## src/rtl/dot_sched_pkg.sv

```systemverilog
// Shared types and width helpers for the time-shared dot-product sequencer.
package dot_sched_pkg;

  typedef enum logic [1:0] {S_IDLE, S_ISSUE, S_DRAIN, S_OUT} state_t;

  localparam logic [31:0] FP_ZERO = 32'h0000_0000;

  // Index widths never collapse to zero, so degenerate sizes still elaborate.
  function automatic int unsigned idx_w(input int unsigned n);
    return (n > 1) ? $clog2(n) : 1;
  endfunction

  function automatic int unsigned row_w(input int unsigned rows);
    return idx_w(rows);
  endfunction

  function automatic int unsigned col_w(input int unsigned cols);
    return idx_w(cols);
  endfunction

  function automatic int unsigned addr_w(input int unsigned rows, input int unsigned cols);
    return idx_w(rows * cols);
  endfunction

endpackage

```

## src/rtl/dot_mac_scheduler_if.sv

```systemverilog
// Stream, weight ROM and FP-core signals of the dot-product sequencer.
interface dot_mac_scheduler_if #(
  parameter int unsigned ROWS = 10,
  parameter int unsigned COLS = 20
);
  localparam int unsigned ADDR_W = dot_sched_pkg::addr_w(ROWS, COLS);

  logic [31:0]       INPUT_AXIS_TDATA;
  logic              INPUT_AXIS_TLAST;
  logic              INPUT_AXIS_TVALID;
  logic              INPUT_AXIS_TREADY;
  logic [31:0]       OUTPUT_AXIS_TDATA;
  logic              OUTPUT_AXIS_TLAST;
  logic              OUTPUT_AXIS_TVALID;
  logic              OUTPUT_AXIS_TREADY;
  logic [ADDR_W-1:0] weight_addr;
  logic [31:0]       weight_rdata;
  logic [31:0]       mul_a;
  logic [31:0]       mul_b;
  logic              mul_valid;
  logic [31:0]       mul_result;
  logic [31:0]       add_a;
  logic [31:0]       add_b;
  logic              add_valid;
  logic [31:0]       add_result;

  modport master (
    input  INPUT_AXIS_TDATA, INPUT_AXIS_TLAST, INPUT_AXIS_TVALID,
    output INPUT_AXIS_TREADY,
    output OUTPUT_AXIS_TDATA, OUTPUT_AXIS_TLAST, OUTPUT_AXIS_TVALID,
    input  OUTPUT_AXIS_TREADY,
    output weight_addr,
    input  weight_rdata,
    output mul_a, mul_b, mul_valid,
    input  mul_result,
    output add_a, add_b, add_valid,
    input  add_result
  );

  modport slave (
    output INPUT_AXIS_TDATA, INPUT_AXIS_TLAST, INPUT_AXIS_TVALID,
    input  INPUT_AXIS_TREADY,
    input  OUTPUT_AXIS_TDATA, OUTPUT_AXIS_TLAST, OUTPUT_AXIS_TVALID,
    output OUTPUT_AXIS_TREADY,
    input  weight_addr,
    output weight_rdata,
    input  mul_a, mul_b, mul_valid,
    output mul_result,
    input  add_a, add_b, add_valid,
    output add_result
  );

endinterface

```

## src/rtl/dot_delay_line.sv

```systemverilog
// Fixed-length tag shift register; the MSB of each word is its valid flag.
module dot_delay_line #(
  parameter int unsigned DEPTH = 1,
  parameter int unsigned WIDTH = 1
) (
  input  logic             clk,
  input  logic             rst,
  input  logic [WIDTH-1:0] din,
  output logic [WIDTH-1:0] dout,
  output logic             pending
);

  logic [WIDTH-1:0] stage_q [DEPTH];

  always_ff @(posedge clk or posedge rst) begin
    if (rst) begin
      for (int i = 0; i < int'(DEPTH); i++) stage_q[i] <= '0;
    end else begin
      stage_q[0] <= din;
      for (int i = 1; i < int'(DEPTH); i++) stage_q[i] <= stage_q[i-1];
    end
  end

  assign dout = stage_q[DEPTH-1];

  // Valid tags still inside the line, excluding the one presented on dout.
  always_comb begin
    pending = 1'b0;
    for (int i = 0; i < int'(DEPTH) - 1; i++) pending = pending | stage_q[i][WIDTH-1];
  end

endmodule

```

## src/rtl/dot_mac_scheduler.sv

```systemverilog
// Row-interleaved matrix-vector sequencer driving one shared fp32 multiplier and adder.
module dot_mac_scheduler
  import dot_sched_pkg::*;
#(
  parameter int unsigned ROWS    = 10,
  parameter int unsigned COLS    = 20,
  parameter int unsigned MUL_LAT = 6,
  parameter int unsigned ADD_LAT = 8
) (
  input  logic                 aclk,
  input  logic                 rst,
  dot_mac_scheduler_if.master  bus
);

  localparam int unsigned ROW_W  = row_w(ROWS);
  localparam int unsigned COL_W  = col_w(COLS);
  localparam int unsigned ADDR_W = addr_w(ROWS, COLS);
  localparam int unsigned TAG_W  = ROW_W + 1;

  // A row is revisited ROWS+1 cycles later, so its sum must be back by then.
  if (ADD_LAT >= ROWS) begin : g_add_lat_check
    $error("ADD_LAT (%0d) must be less than ROWS (%0d)", ADD_LAT, ROWS);
  end

  state_t             state_q, state_d;
  logic [ROW_W-1:0]   row_q;
  logic [COL_W-1:0]   col_q;
  logic [31:0]        x_q;
  logic [31:0]        acc_q [ROWS];
  logic               mul_valid_q;
  logic [TAG_W-1:0]   mul_tag, add_tag;
  logic               mul_pend, add_pend;
  logic               in_hs, out_hs, last_row, last_col, issue, mul_busy, frame_done;
  logic               unused_tlast;

  assign unused_tlast = bus.INPUT_AXIS_TLAST;
  assign issue        = (state_q == S_ISSUE);
  assign in_hs        = (state_q == S_IDLE) && bus.INPUT_AXIS_TVALID;
  assign out_hs       = (state_q == S_OUT) && bus.OUTPUT_AXIS_TREADY;
  assign last_row     = (row_q == ROW_W'(ROWS - 1));
  assign last_col     = (col_q == COL_W'(COLS - 1));
  assign mul_busy     = mul_pend | mul_tag[TAG_W-1];
  assign frame_done   = out_hs && last_row;

  // Tag for the product: issue cycle + ROM read + multiplier latency.
  dot_delay_line #(.DEPTH(1 + MUL_LAT), .WIDTH(TAG_W)) u_mul_tags (
    .clk     (aclk),
    .rst     (rst),
    .din     ({issue, row_q}),
    .dout    (mul_tag),
    .pending (mul_pend)
  );

  dot_delay_line #(.DEPTH(ADD_LAT), .WIDTH(TAG_W)) u_add_tags (
    .clk     (aclk),
    .rst     (rst),
    .din     (mul_tag),
    .dout    (add_tag),
    .pending (add_pend)
  );

  always_ff @(posedge aclk or posedge rst) begin
    if (rst) state_q <= S_IDLE;
    else     state_q <= state_d;
  end

  always_comb begin
    state_d = state_q;
    unique case (state_q)
      S_IDLE:  if (in_hs) state_d = S_ISSUE;
      S_ISSUE: if (last_row) state_d = last_col ? S_DRAIN : S_IDLE;
      // The add line's output stage retires this cycle, so only earlier stages matter.
      S_DRAIN: if (!mul_busy && !add_pend) state_d = S_OUT;
      S_OUT:   if (frame_done) state_d = S_IDLE;
      default: state_d = S_IDLE;
    endcase
  end

  always_comb begin
    bus.INPUT_AXIS_TREADY  = (state_q == S_IDLE) && !rst;
    bus.OUTPUT_AXIS_TVALID = (state_q == S_OUT);
    bus.OUTPUT_AXIS_TDATA  = FP_ZERO;
    bus.OUTPUT_AXIS_TLAST  = 1'b0;
    bus.weight_addr        = '0;
    if (state_q == S_OUT) begin
      bus.OUTPUT_AXIS_TDATA = acc_q[row_q];
      bus.OUTPUT_AXIS_TLAST = last_row;
    end
    if (issue) bus.weight_addr = ADDR_W'(32'(row_q) * COLS + 32'(col_q));
    bus.mul_valid = mul_valid_q;
    bus.mul_a     = mul_valid_q ? bus.weight_rdata : FP_ZERO;
    bus.mul_b     = mul_valid_q ? x_q : FP_ZERO;
    bus.add_valid = mul_tag[TAG_W-1];
    bus.add_a     = mul_tag[TAG_W-1] ? bus.mul_result : FP_ZERO;
    bus.add_b     = mul_tag[TAG_W-1] ? acc_q[mul_tag[ROW_W-1:0]] : FP_ZERO;
  end

  // row_q doubles as the output word index while in S_OUT.
  always_ff @(posedge aclk or posedge rst) begin
    if (rst) begin
      row_q       <= '0;
      col_q       <= '0;
      x_q         <= FP_ZERO;
      mul_valid_q <= 1'b0;
    end else begin
      mul_valid_q <= issue;
      unique case (state_q)
        S_IDLE: begin
          if (in_hs) begin
            x_q   <= bus.INPUT_AXIS_TDATA;
            row_q <= '0;
          end
        end
        S_ISSUE: begin
          if (last_row) begin
            row_q <= '0;
            if (!last_col) col_q <= col_q + 1'b1;
          end else begin
            row_q <= row_q + 1'b1;
          end
        end
        S_OUT: begin
          if (out_hs) begin
            if (last_row) begin
              row_q <= '0;
              col_q <= '0;
            end else begin
              row_q <= row_q + 1'b1;
            end
          end
        end
        default: ;
      endcase
    end
  end

  always_ff @(posedge aclk or posedge rst) begin
    if (rst) begin
      for (int r = 0; r < int'(ROWS); r++) acc_q[r] <= FP_ZERO;
    end else if (frame_done) begin
      for (int r = 0; r < int'(ROWS); r++) acc_q[r] <= FP_ZERO;
    end else if (add_tag[TAG_W-1]) begin
      acc_q[add_tag[ROW_W-1:0]] <= bus.add_result;
    end
  end

endmodule
```

## src/flat_wrapper.sv

```systemverilog
// flat-port wrapper written by rule: the top's interface ports become plain ports
module dot_mac_scheduler_flat import dot_sched_pkg::*;
#(
  parameter int unsigned ROWS    = 10,
  parameter int unsigned COLS    = 20,
  parameter int unsigned MUL_LAT = 6,
  parameter int unsigned ADD_LAT = 8
)
  (aclk, rst, bus_INPUT_AXIS_TDATA, bus_INPUT_AXIS_TLAST, bus_INPUT_AXIS_TVALID, bus_INPUT_AXIS_TREADY, bus_OUTPUT_AXIS_TDATA, bus_OUTPUT_AXIS_TLAST, bus_OUTPUT_AXIS_TVALID, bus_OUTPUT_AXIS_TREADY, bus_weight_addr, bus_weight_rdata, bus_mul_a, bus_mul_b, bus_mul_valid, bus_mul_result, bus_add_a, bus_add_b, bus_add_valid, bus_add_result);
  dot_mac_scheduler_if #(.ROWS(ROWS), .COLS(COLS)) bus_i ();
  input  logic aclk;
  input  logic rst;
  input wire logic [$bits(bus_i.INPUT_AXIS_TDATA)-1:0] bus_INPUT_AXIS_TDATA;
  input wire logic [$bits(bus_i.INPUT_AXIS_TLAST)-1:0] bus_INPUT_AXIS_TLAST;
  input wire logic [$bits(bus_i.INPUT_AXIS_TVALID)-1:0] bus_INPUT_AXIS_TVALID;
  output wire logic [$bits(bus_i.INPUT_AXIS_TREADY)-1:0] bus_INPUT_AXIS_TREADY;
  output wire logic [$bits(bus_i.OUTPUT_AXIS_TDATA)-1:0] bus_OUTPUT_AXIS_TDATA;
  output wire logic [$bits(bus_i.OUTPUT_AXIS_TLAST)-1:0] bus_OUTPUT_AXIS_TLAST;
  output wire logic [$bits(bus_i.OUTPUT_AXIS_TVALID)-1:0] bus_OUTPUT_AXIS_TVALID;
  input wire logic [$bits(bus_i.OUTPUT_AXIS_TREADY)-1:0] bus_OUTPUT_AXIS_TREADY;
  output wire logic [$bits(bus_i.weight_addr)-1:0] bus_weight_addr;
  input wire logic [$bits(bus_i.weight_rdata)-1:0] bus_weight_rdata;
  output wire logic [$bits(bus_i.mul_a)-1:0] bus_mul_a;
  output wire logic [$bits(bus_i.mul_b)-1:0] bus_mul_b;
  output wire logic [$bits(bus_i.mul_valid)-1:0] bus_mul_valid;
  input wire logic [$bits(bus_i.mul_result)-1:0] bus_mul_result;
  output wire logic [$bits(bus_i.add_a)-1:0] bus_add_a;
  output wire logic [$bits(bus_i.add_b)-1:0] bus_add_b;
  output wire logic [$bits(bus_i.add_valid)-1:0] bus_add_valid;
  input wire logic [$bits(bus_i.add_result)-1:0] bus_add_result;
  assign bus_i.INPUT_AXIS_TDATA = bus_INPUT_AXIS_TDATA;
  assign bus_i.INPUT_AXIS_TLAST = bus_INPUT_AXIS_TLAST;
  assign bus_i.INPUT_AXIS_TVALID = bus_INPUT_AXIS_TVALID;
  assign bus_INPUT_AXIS_TREADY = bus_i.INPUT_AXIS_TREADY;
  assign bus_OUTPUT_AXIS_TDATA = bus_i.OUTPUT_AXIS_TDATA;
  assign bus_OUTPUT_AXIS_TLAST = bus_i.OUTPUT_AXIS_TLAST;
  assign bus_OUTPUT_AXIS_TVALID = bus_i.OUTPUT_AXIS_TVALID;
  assign bus_i.OUTPUT_AXIS_TREADY = bus_OUTPUT_AXIS_TREADY;
  assign bus_weight_addr = bus_i.weight_addr;
  assign bus_i.weight_rdata = bus_weight_rdata;
  assign bus_mul_a = bus_i.mul_a;
  assign bus_mul_b = bus_i.mul_b;
  assign bus_mul_valid = bus_i.mul_valid;
  assign bus_i.mul_result = bus_mul_result;
  assign bus_add_a = bus_i.add_a;
  assign bus_add_b = bus_i.add_b;
  assign bus_add_valid = bus_i.add_valid;
  assign bus_i.add_result = bus_add_result;
  dot_mac_scheduler #(.ROWS(ROWS), .COLS(COLS), .MUL_LAT(MUL_LAT), .ADD_LAT(ADD_LAT)) u_core (.aclk(aclk), .rst(rst), .bus(bus_i));
endmodule
```

## config.mk

```make
export PLATFORM = sky130hd
export DESIGN_NAME = dot_mac_scheduler_flat
export DESIGN_NICKNAME = d
export VERILOG_FILES = /design/src/rtl/dot_sched_pkg.sv /design/src/rtl/dot_mac_scheduler_if.sv /design/src/rtl/dot_delay_line.sv /design/src/rtl/dot_mac_scheduler.sv /design/src/flat_wrapper.sv
export SDC_FILE = /design/constraint.sdc
export NUM_CORES = 1
export LEC_CHECK = 0
export BUFFER_PORTS_ARGS = -buffer_cell sky130_fd_sc_hd__buf_2
export CORE_UTILIZATION = 50
export DETAILED_ROUTE_END_ITERATION = 16
export PLACE_DENSITY = 0.75
export SYNTH_ARGS = -nofsm -noshare
export SYNTH_HDL_FRONTEND = slang
export SYNTH_SLANG_ARGS = --single-unit
```

## constraint.sdc

```tcl
create_clock -name aclk -period 19.3 [get_ports aclk]
set_input_delay 5.79 -clock aclk [delete_from_list [all_inputs] [get_ports aclk]]
set_output_delay 5.79 -clock aclk [all_outputs]
set_load 0.02 [all_outputs]
```

==> flow_summary.toml <==
[status]
status = "finished clean"

[setup_path]
critPathSlowestCell = "and2_1"
worstSetupStartpoint = "bus_weight_rdata[2]"
r2r-start = "u_core.row_q[1]"
crit_fanout = 1
crit_chain = "buf_2 -> and2_1 -> buf_2"
endpoint_kind = "primary output"
path_class = "primary input to primary output"
rr_worst_depth = 6
crit_path_frequent_cell = "buf_2"
path_depth = 3
r2r_end = "u_core.acc_q[81]"
worstPathRequired_ns = 13.51
cp-start-kind = "primary input"
cpPeakStageDelay_ns = 0.25
cp.buffers_inverters = 2
reg2reg_slack_ns = 15.81
worstPathArrival_ns = 6.33
crit_family = "buffers and inverters"

[drt]
drt_first_pass_iters = 5
wl_per_cell_um = 21.8
drt_iter0_markers = 2089
ant_nets = 0
wirelength_um = 70700
drc = 0
vias = 19600
drt-vias-per-instance = 6.06

[pwr]
p_switching_mw = 2.27
pwr-share-clk_pct = 17.5
p_leak_nw = 12.1
intPower_mw = 2.84
power_frac_comb_pct = 48.1
power_density_nw_per_um2 = 198
sequentialPowerShare_pct = 34.4
p_sw_share_pct = 44.4
peakVddDrop_v = 0.000160

[finish]
final_core_util_pct = 57.9
syn_to_final_growth_pct = 13.8
drive_above_1_share_pct = 18.1
fillers = 3753
multiInputGateArea_sq_um = 10700
design_area_sq_um = 25700
area.sequential_sq_um = 11000
nNetsFinal = 2756

[floorplan]
die_w_um = 215
coreArea_sq_um = 44400
row_count = 77
die_h_um = 215
io_pins = 306
start_util_pct = 50.9
dieArea_sq_um = 46100

[clock_network]
clkTransAtPathRegs_ns = 0.06
ctsRootBufferMaster = "clkbuf_16"
h-tree-depth = 2
cts.path.max_buffers = 3
clkSinkCount = 438
cts_hold_buf = 0
cts.repair.resized = 0
clock_latency_ns = 0.59
cts_tree = "yes"
cts_setup_buffers = 0
numCtsBuffers = 47

[yosys]
syn_area_per_cell_sq_um = 9.16
seq_area_frac_synth_pct = 48.5
synth-edff-count = 0
synth_nets = 2611
synthAdderAreaFrac_pct = 0.675
ys_top_cells_by_area = "dfrtp_1 48%, mux2i_1 14%, nand2_1 12%"
synthCells = 2467
synth-xor-area-share_pct = 0.116
ys_async_sr_fraction_pct = 100
synth_top_family_by_area = "simple AND/OR/NAND/NOR gates"
synth.mux.area_fraction_pct = 15.8
synth-seq-cells = 438
synth_area_sq_um = 22600
synth_compound_area_share_pct = 12.3
synth_ff_type = "dfrtp_1"
yosysWarnings = 0
synthSimpleGateAreaFrac_pct = 17.9
ys_types = 43
synth_top_cell_by_area = "dfrtp_1"
yosysMostFrequentCell = "nand2_1"
yosysTopAreaCellShare_pct = 48.5
synth_common_cells = "713 x nand2_1, 438 x dfrtp_1, 326 x a21oi_1"

[sta]
finalClockSkew_ns = 0.0147
fin_crit_sh_pct = 62.8
relSlewSlack_pct = 8.92
setup_viol = 0
hold_viol = 0
fmax_mhz = 82.5
worst_pin_slew_ns = 1.36
hold_slack_ns = 0.342
min_period_ns = 12.12
drv_slew = 0
rsz0062_at_grt = "false"
setup_tns_ns = 0

[placement]
dp_hpwl_um = 39800
gp_congestion = 0.901
dpl_cell_area_sq_um = 24200
portBuffers = 304

[global_route]
grt_max_degree = 228
grt_overflow = 0
grt_pass1_wl_um = 109000
grt.total_usage_pct = 30.2
grt_pass1_vias = 19700
antenna_found_initial = 2

[job]
maxCapViolCount = 0

[min_path]
hp-class = "flip-flop to flip-flop"
worstHoldPathCells = 0
whs_endpoint = "u_core.u_mul_tags.stage_q[8]"
hp-start = "u_core.u_mul_tags.stage_q[13]"
[worst max path at each step]
stage | to
floorplan | asynchronous set/reset pin
global placement | bus_mul_a[3]
detailed placement | bus_mul_a[2]
CTS | bus_mul_a[2]
global route | bus_mul_a[2]
finish | bus_mul_a[2]
[worst register-to-register path, cell delays in order, from the launching register on]
cell and delay, ns:
dfrtp_4 0.71, inv_1 0.20, ha_1 0.18, and3b_1 0.25, and3_4 0.91, buf_12 0.75
a21oi_1 0.33
[layout by cell type (no fill, tap or decap), drive strengths merged, types with 4 or more instances in the layout]
cell,instances
dfrtp,438
clkbuf,64
nor4,4
buf,331
a22oi,64
mux2,33
nor2,7
a21oi,326
mux2i,320
nand2b,5
nand3,72
nand2,713
nand3b,4
and2,107
nor3,7
nor2b,5
or3,4
inv,12
nor3b,5
ha,9
clkinv,16
a221oi,64
o21ai,9
[sequential cells by signal, indices dropped and copies added (netlist names), named ones only]
signal,flops
u_core.acc_q,320
u_core.u_add_tags.stage_q,35
u_core.x_q,32
u_core.u_mul_tags.stage_q,29
u_core.col_q,5
u_core.u_add_tags.dout,5
u_core.u_mul_tags.dout,5
u_core.row_q,4
u_core.bus.mul_valid,1
u_core.state_q,1
[metrics by stage]
step	worst slack, ns	power (mW)	cells
floorplan	1.31	3.40	2467
global placement	7.21	4.05	3155
detailed placement	7.21	4.16	3155
CTS	7.20	5.07	3239
global route	7.21	5.37	3240
finish	7.18	5.10	3240
[kinds of logic (layout without fill, tap and decap cells)]
logic type / count (synthesis) / count (layout)
AO/OA/AOI/OAI: 472 / 472
XOR/XNOR: 3 / 3
adder cells (fa/ha/maj): 11 / 11
buffers and inverters: 246 / 426
flip-flops: 438 / 438
multiplexers: 353 / 353
other: 0 / 1
AND/OR/NAND/NOR: 944 / 944
[per-layer routing]
metal  wire [um]  global-route usage (%)
met5           8                       0
met4        2860                    14.1
met3        6720                    6.06
met2       33800                    49.7
met1       27200                    38.3
[power groups by stage]
| stage | registers, mW | clock network, mW | logic, mW |
|---|---|---|---|
| after floorplan | 1.61 | 0 | 1.79 |
| after global placement | 1.71 | 0 | 2.34 |
| after detailed placement | 1.75 | 0 | 2.41 |
| after CTS | 1.74 | 0.903 | 2.43 |
| after global routing | 1.80 | 0.936 | 2.63 |
| final | 1.75 | 0.895 | 2.45 |
[area by class of cell]
cell class                      count  share of cell area (%)
Sequential cell                   438                    42.7
Multi-Input combinational cell   1783                    41.6
Timing Repair Buffer              331                    6.80
Clock buffer                       64                    5.22
Tap cell                          592                    2.88
Clock inverter                     20                   0.681
Inverter                           11                   0.190
Antenna cell                        1                 0.00973
Power figures use the tool's default switching activity.
